`src/rtl/adc_paddle_ctrl.sv`:
```
// adc_paddle_ctrl: XADC DRP reader, IIR filter, hysteresis and debounce driving Pong paddle buttons.
// Optional ADC_PADDLE_PRIORITY_EN: on a both-pressed conflict the most recently pressed channel wins.
module adc_paddle_ctrl #(
    parameter logic [6:0]  ADDR_L      = 7'h13,
    parameter logic [6:0]  ADDR_R      = 7'h12,
    parameter int          FILT_SHIFT  = 2,
    parameter logic [11:0] TH_ON       = 12'd2600,
    parameter logic [11:0] TH_OFF      = 12'd1500,
    parameter int          DEB_SAMPLES = 4,
    parameter int          TIMEOUT     = 255
) (
    input  logic        CLK100MHZ,
    input  logic        RST_BTN,
    input  logic        adc_eoc,
    output logic        drp_den,
    output logic [6:0]  drp_daddr,
    input  logic        drp_drdy,
    input  logic [15:0] drp_do,
    output logic [1:0]  BTN_LR,
    output logic [1:0]  LED,
    output logic [11:0] sample_l,
    output logic [11:0] sample_r,
    output logic        drp_err
);
    localparam int CW = $clog2(DEB_SAMPLES + 1);
    localparam int TW = $clog2(TIMEOUT + 1);

    typedef enum logic [1:0] {S_IDLE, S_REQ, S_WAIT, S_PROC} state_t;

    state_t         r_state;
    logic           r_ch;
    logic [11:0]    r_smp;
    logic [TW-1:0]  r_wcnt;
    logic [11:0]    r_avg [2];
    logic [CW-1:0]  r_cnt [2];
    logic [1:0]     r_st;
`ifdef ADC_PADDLE_PRIORITY_EN
    logic           r_last;
`endif

    logic [11:0]        w_avg;
    logic signed [12:0] w_diff;
    logic signed [12:0] w_step;
    logic signed [13:0] w_sum;
    logic [11:0]        w_new;
    logic               w_want;
    logic               w_flip;
    logic               w_unused;

    // Index 1 is the left channel, 0 the right, matching the BTN_LR bit order.
    assign w_avg    = r_avg[r_ch];
    assign w_diff   = $signed({1'b0, r_smp}) - $signed({1'b0, w_avg});
    assign w_step   = w_diff >>> FILT_SHIFT;
    assign w_sum    = $signed({2'b00, w_avg}) + $signed({w_step[12], w_step});
    assign w_new    = w_sum < 14'sd0 ? 12'd0 : w_sum > 14'sd4095 ? 12'd4095 : w_sum[11:0];
    assign w_want   = w_new >= TH_ON ? 1'b1 : w_new < TH_OFF ? 1'b0 : r_st[r_ch];
    assign w_flip   = r_cnt[r_ch] == CW'(DEB_SAMPLES - 1);
    assign w_unused = &{1'b0, drp_do[3:0]};

    assign sample_l = r_avg[1];
    assign sample_r = r_avg[0];
`ifdef ADC_PADDLE_PRIORITY_EN
    assign BTN_LR = &r_st ? (r_last ? 2'b10 : 2'b01) : r_st;
`else
    assign BTN_LR = &r_st ? 2'b00 : r_st;
`endif
    assign LED = BTN_LR;

    always_ff @(posedge CLK100MHZ or negedge RST_BTN) begin
        if (!RST_BTN) begin
            r_state   <= S_IDLE;
            r_ch      <= 1'b1;
            r_smp     <= '0;
            r_wcnt    <= '0;
            r_st      <= '0;
            drp_den   <= 1'b0;
            drp_daddr <= '0;
            drp_err   <= 1'b0;
            for (int i = 0; i < 2; i++) begin
                r_avg[i] <= '0;
                r_cnt[i] <= '0;
            end
`ifdef ADC_PADDLE_PRIORITY_EN
            r_last    <= 1'b1;
`endif
        end else begin
            case (r_state)
                S_IDLE: if (adc_eoc) begin
                    r_state   <= S_REQ;
                    drp_den   <= 1'b1;
                    drp_daddr <= r_ch ? ADDR_L : ADDR_R;
                end
                S_REQ: begin
                    r_state   <= S_WAIT;
                    drp_den   <= 1'b0;
                    drp_daddr <= '0;
                    r_wcnt    <= '0;
                end
                S_WAIT: if (drp_drdy) begin
                    r_state <= S_PROC;
                    r_smp   <= drp_do[15:4];
                end else if (r_wcnt == TW'(TIMEOUT)) begin
                    r_state <= S_IDLE;
                    drp_err <= 1'b1;
                    r_ch    <= ~r_ch;
                end else begin
                    r_wcnt <= r_wcnt + 1'b1;
                end
                default: begin
                    r_state     <= S_IDLE;
                    r_ch        <= ~r_ch;
                    r_avg[r_ch] <= w_new;
                    if (w_want == r_st[r_ch]) begin
                        r_cnt[r_ch] <= '0;
                    end else if (w_flip) begin
                        r_st[r_ch]  <= w_want;
                        r_cnt[r_ch] <= '0;
`ifdef ADC_PADDLE_PRIORITY_EN
                        if (w_want) r_last <= r_ch;
`endif
                    end else begin
                        r_cnt[r_ch] <= r_cnt[r_ch] + 1'b1;
                    end
                end
            endcase
        end
    end
endmodule
```
`config.mk`:
```
export PLATFORM = sky130hd
export DESIGN_NAME = adc_paddle_ctrl
export DESIGN_NICKNAME = d
export VERILOG_FILES = /design/src/rtl/adc_paddle_ctrl.sv
export SDC_FILE = /design/constraint.sdc
export NUM_CORES = 1
export LEC_CHECK = 0
export ABC_CLOCK_PERIOD_IN_PS = 5800
export CAP_MARGIN = 0
export CORE_MARGIN = 3
export CORE_UTILIZATION = 50
export DETAILED_ROUTE_END_ITERATION = 6
export GPL_TIMING_DRIVEN = 0
export PLACE_DENSITY = 0.74
export SLEW_MARGIN = 15
export SYNTH_ARGS = -nofsm -noshare
export SYNTH_HDL_FRONTEND = slang
export SYNTH_SLANG_ARGS = --single-unit
```
`constraint.sdc`:
```
create_clock -name CLK100MHZ -period 5.8 [get_ports CLK100MHZ]
set_input_delay 1.74 -clock CLK100MHZ [delete_from_list [all_inputs] [get_ports CLK100MHZ]]
set_output_delay 1.74 -clock CLK100MHZ [all_outputs]
set_load 0.02 [all_outputs]
```
==> metrics.csv <==
stage,metric,value,unit
run_status,status,"finished, final reports clean",
worst_setup_path,Reg-to-Reg Start,r_ch,
min_path,worst hold stages,1,
place,post-detail-place hpwl,7330,um
die,core area,7930,um^2
drt,ANT nets after route,0,
worst_setup_path,Crit-path slowest cell,dfstp_4,
drt,DR vias,3590,
die,die area,9510,um^2
synth,Yosys warnings,0,
min_path,worst hold path endpoint,drp_err,
cts,Clock Tree Buf Depth,2,
die,# IOs,57,
synth,Main synth FF type,dfrtp_1,
global_routing,first-pass GRT wire length,16500,um
drt,First DRT Iteration DRCs,213,
cts,Worst-path clk slew,0.07,ns
cts,clock root buffer,clkbuf_8,
die,die width,97.5,um
cts,TritonCTS buffer count,9,
synth,"FFs w/ async S/R, synth",1.00,
drt,DRT Pass-1 Iters,4,
synth,Unique masters post-synth,60,
worst_setup_path,CP required,6.05,ns
worst_setup_path,Setup CP Type,flip-flop to flip-flop,
cts,Clock Sinks,58,
worst_setup_path,Reg-to-Reg End,r_cnt[3],
synth,Avg Synthesized Cell Area,9.23,um^2
place,routability cong.,0.835,
sta,fmax,178,MHz
worst_setup_path,r2r worst-path depth,19,
global_routing,gr ovfl total,0,
layout,final core occ,0.633,
synth,Syn Std Cell Area,4190,um^2
synth,synthesized netlist cell count,454,
worst_setup_path,Critical Path AT,5.87,ns
drt,Via density,5.76,
worst_setup_path,WP buf/inv,2,
cts,Clock Latency Late Sink,0.34,ns
drt,drt wl/cell,15.6,um
worst_setup_path,r2r setup slk,0.17,ns
die,initial core utilization,0.528,
sta,clk_skew,0.0115,ns
sta,max-slew violations,0,
min_path,worst min path class,flip-flop to flip-flop,
worst_setup_path,critical path launch point type,flip-flop,
worst_setup_path,critical path capture point type,flip-flop,
global_routing,gr usage total,0.211,
worst_setup_path,worst path cell trace,buf_4 -> mux2i_1 -> ha_1 -> and2_1 -> a22o_1 -> a311oi_2 -> o21bai_1 -> xor2_1 -> ha_1 -> a21o_1 -> o21ai_0 -> a22oi_1 -> a211o_1 -> o211ai_1 -> o31ai_2 -> a2111oi_4 -> buf_4 -> a31oi_4 -> o41ai_2,
worst_setup_path,"delay-heaviest family, CP",compound AO/OA/AOI/OAI gates,
sta,fin crit share,0.970,
sta,final setup fails,0,
cts,H-tree Lvls,3,
die,# rows,32,
layout,layout cells sized above 1,0.125,
sta,final hold slack,0.468,ns
global_routing,number of global-route vias before repair,3495,
sta,crit path time final,5.63,ns
sta,final-report hold violation count,0,
worst_setup_path,Critical Path Max Stage Delay,0.74,ns
global_routing,antenna violations before repair,0,
flow_run,Max Cap Viol,0,
drt,final wirelength,9740,um
place,PortBufs,48,
synth,Yosys reg bits,58,
synth,register area share after synthesis,0.347,
global_routing,largest net degree at the start of global routing,59,
layout,number of nets in the final layout,568,
cts,CTS tree,yes,
synth,"EDFF count, synth",0,
min_path,min-delay src,drp_err,
worst_setup_path,critical path peak fanout,13,
drt,Remaining DRCs,0,
layout,Layout area overhead,19.8,%
sta,Max-slew headroom,0.498,
die,Die Height,97.5,um
sta,worst-margin pin slew,0.753,ns
layout,Antenna Cells,0,
[placed cells by master, fill, tap and decap left out, types with 8 or more instances in the layout]
master / Yosys / layout
a21oi_1: 29 / 28
nor2b_1: 10 / 10
clkbuf_1: 11 / 12
mux2i_1: 17 / 15
xnor2_1: 12 / 12
nor3_1: 8 / 8
a21o_1: 14 / 14
o21ai_0: 40 / 39
inv_1: 25 / 25
clkdlybuf4s50_1: 0 / 47
clkbuf_8: 0 / 10
nor2_1: 25 / 25
xor2_1: 10 / 10
buf_4: 8 / 11
ha_1: 31 / 31
nand3_1: 14 / 14
nand2_1: 39 / 39
mux2_2: 18 / 18
dfrtp_1: 57 / 57
[area by class of cell]
class	instances	area, um^2
plain buffers	25	138
fillers	677	2910
flip-flops and latches	58	1460
repair buffers	49	485
multi-input cells	348	2550
clock buffers	11	141
inverters	25	93.8
well taps	102	128
clock inverters	5	30.0
[synthesized netlist by cell type (8+ instances only)]
library cell,n,area share
nand3_1,14,0.017
dfrtp_1,57,0.34
mux2_2,18,0.048
nor3_1,8,0.0096
nor2b_1,10,0.015
nand2_1,39,0.035
xnor2_1,12,0.025
clkbuf_1,11,0.0099
inv_1,25,0.022
xor2_1,10,0.021
ha_1,31,0.093
o21ai_0,40,0.048
nor2_1,25,0.022
a21oi_1,29,0.035
mux2i_1,17,0.041
a21o_1,14,0.025
buf_4,8,0.014
[metal layers]
layer | GRT usage | up-vias | part of all wire
met2 | 0.324 | 124 | 0.45
met5 | 0 | - | 0
met1 | 0.291 | 1701 | 0.46
li1 | - | 1747 | -
met4 | 0.0799 | 0 | 0.023
met3 | 0.0481 | 18 | 0.063
[metrics by stage]
step	setup TNS, ns	instance area, um^2	setup slack, ns	std cells
floorplan	0	4200	0.524	457
global placement	-4.17	4810	-0.409	607
detailed placement	-6.01	4810	-0.486	607
CTS	0	4970	0.0608	622
global route	-0.0957	5020	-0.0572	623
finish	0	5020	0.175	623
[state kept, by name (all words and copies together) (netlist names)]
| signal | count |
|---|---|
| r_smp | 12 |
| sample_l | 12 |
| sample_r | 12 |
| r_wcnt | 8 |
| r_cnt | 6 |
| drp_daddr | 2 |
| r_st | 2 |
| r_state | 2 |
| drp_err | 1 |
| r_ch | 1 |
[what timing repair did]
action	CTS	global route
pin swaps	0	2
hold buffers	0	0
gates resized for setup	2	9
setup endpoints to repair	28	28
setup buffers	0	1
[logic make-up after synthesis]
kind of cell               count (synthesis)  share of synthesized area
buffers and inverters                     51                     0.0553
xor gates and xnor gates                  22                     0.0460
other                                      1                   0.000895
muxes                                     35                     0.0890
DFF                                       58                      0.347
and+or+nand+nor                          123                      0.142
adders and majority gates                 32                     0.0974
AOI/OAI and AO/OA                        132                      0.223
[worst max path at each step]
stage          startpoint        to  slack (ns)  cells past startpoint
2_1_floorplan        r_ch  r_cnt[3]        0.52                     19
3_3_place_gp         r_ch  r_cnt[3]       -0.41                     19
3_5_place_dp         r_ch  r_cnt[3]       -0.49                     20
4_1_cts              r_ch  r_cnt[3]        0.06                     20
5_1_grt              r_ch  r_cnt[3]       -0.06                     19
6_report             r_ch  r_cnt[3]        0.17                     19
[worst reg2reg max path: cells and delay by family (launching register included)]
family | cells | cell delay (ns)
AOI/OAI and AO/OA | 12 | 2.90
xor gates and xnor gates | 1 | 0.15
adders and majority gates | 2 | 0.72
buffers and inverters | 2 | 0.46
DFF | 1 | 0.74
muxes | 1 | 0.34
and+or+nand+nor | 1 | 0.22
Power is not shown: default switching activity piles up to over one toggle a cycle in this logic, so the estimate is an artifact.
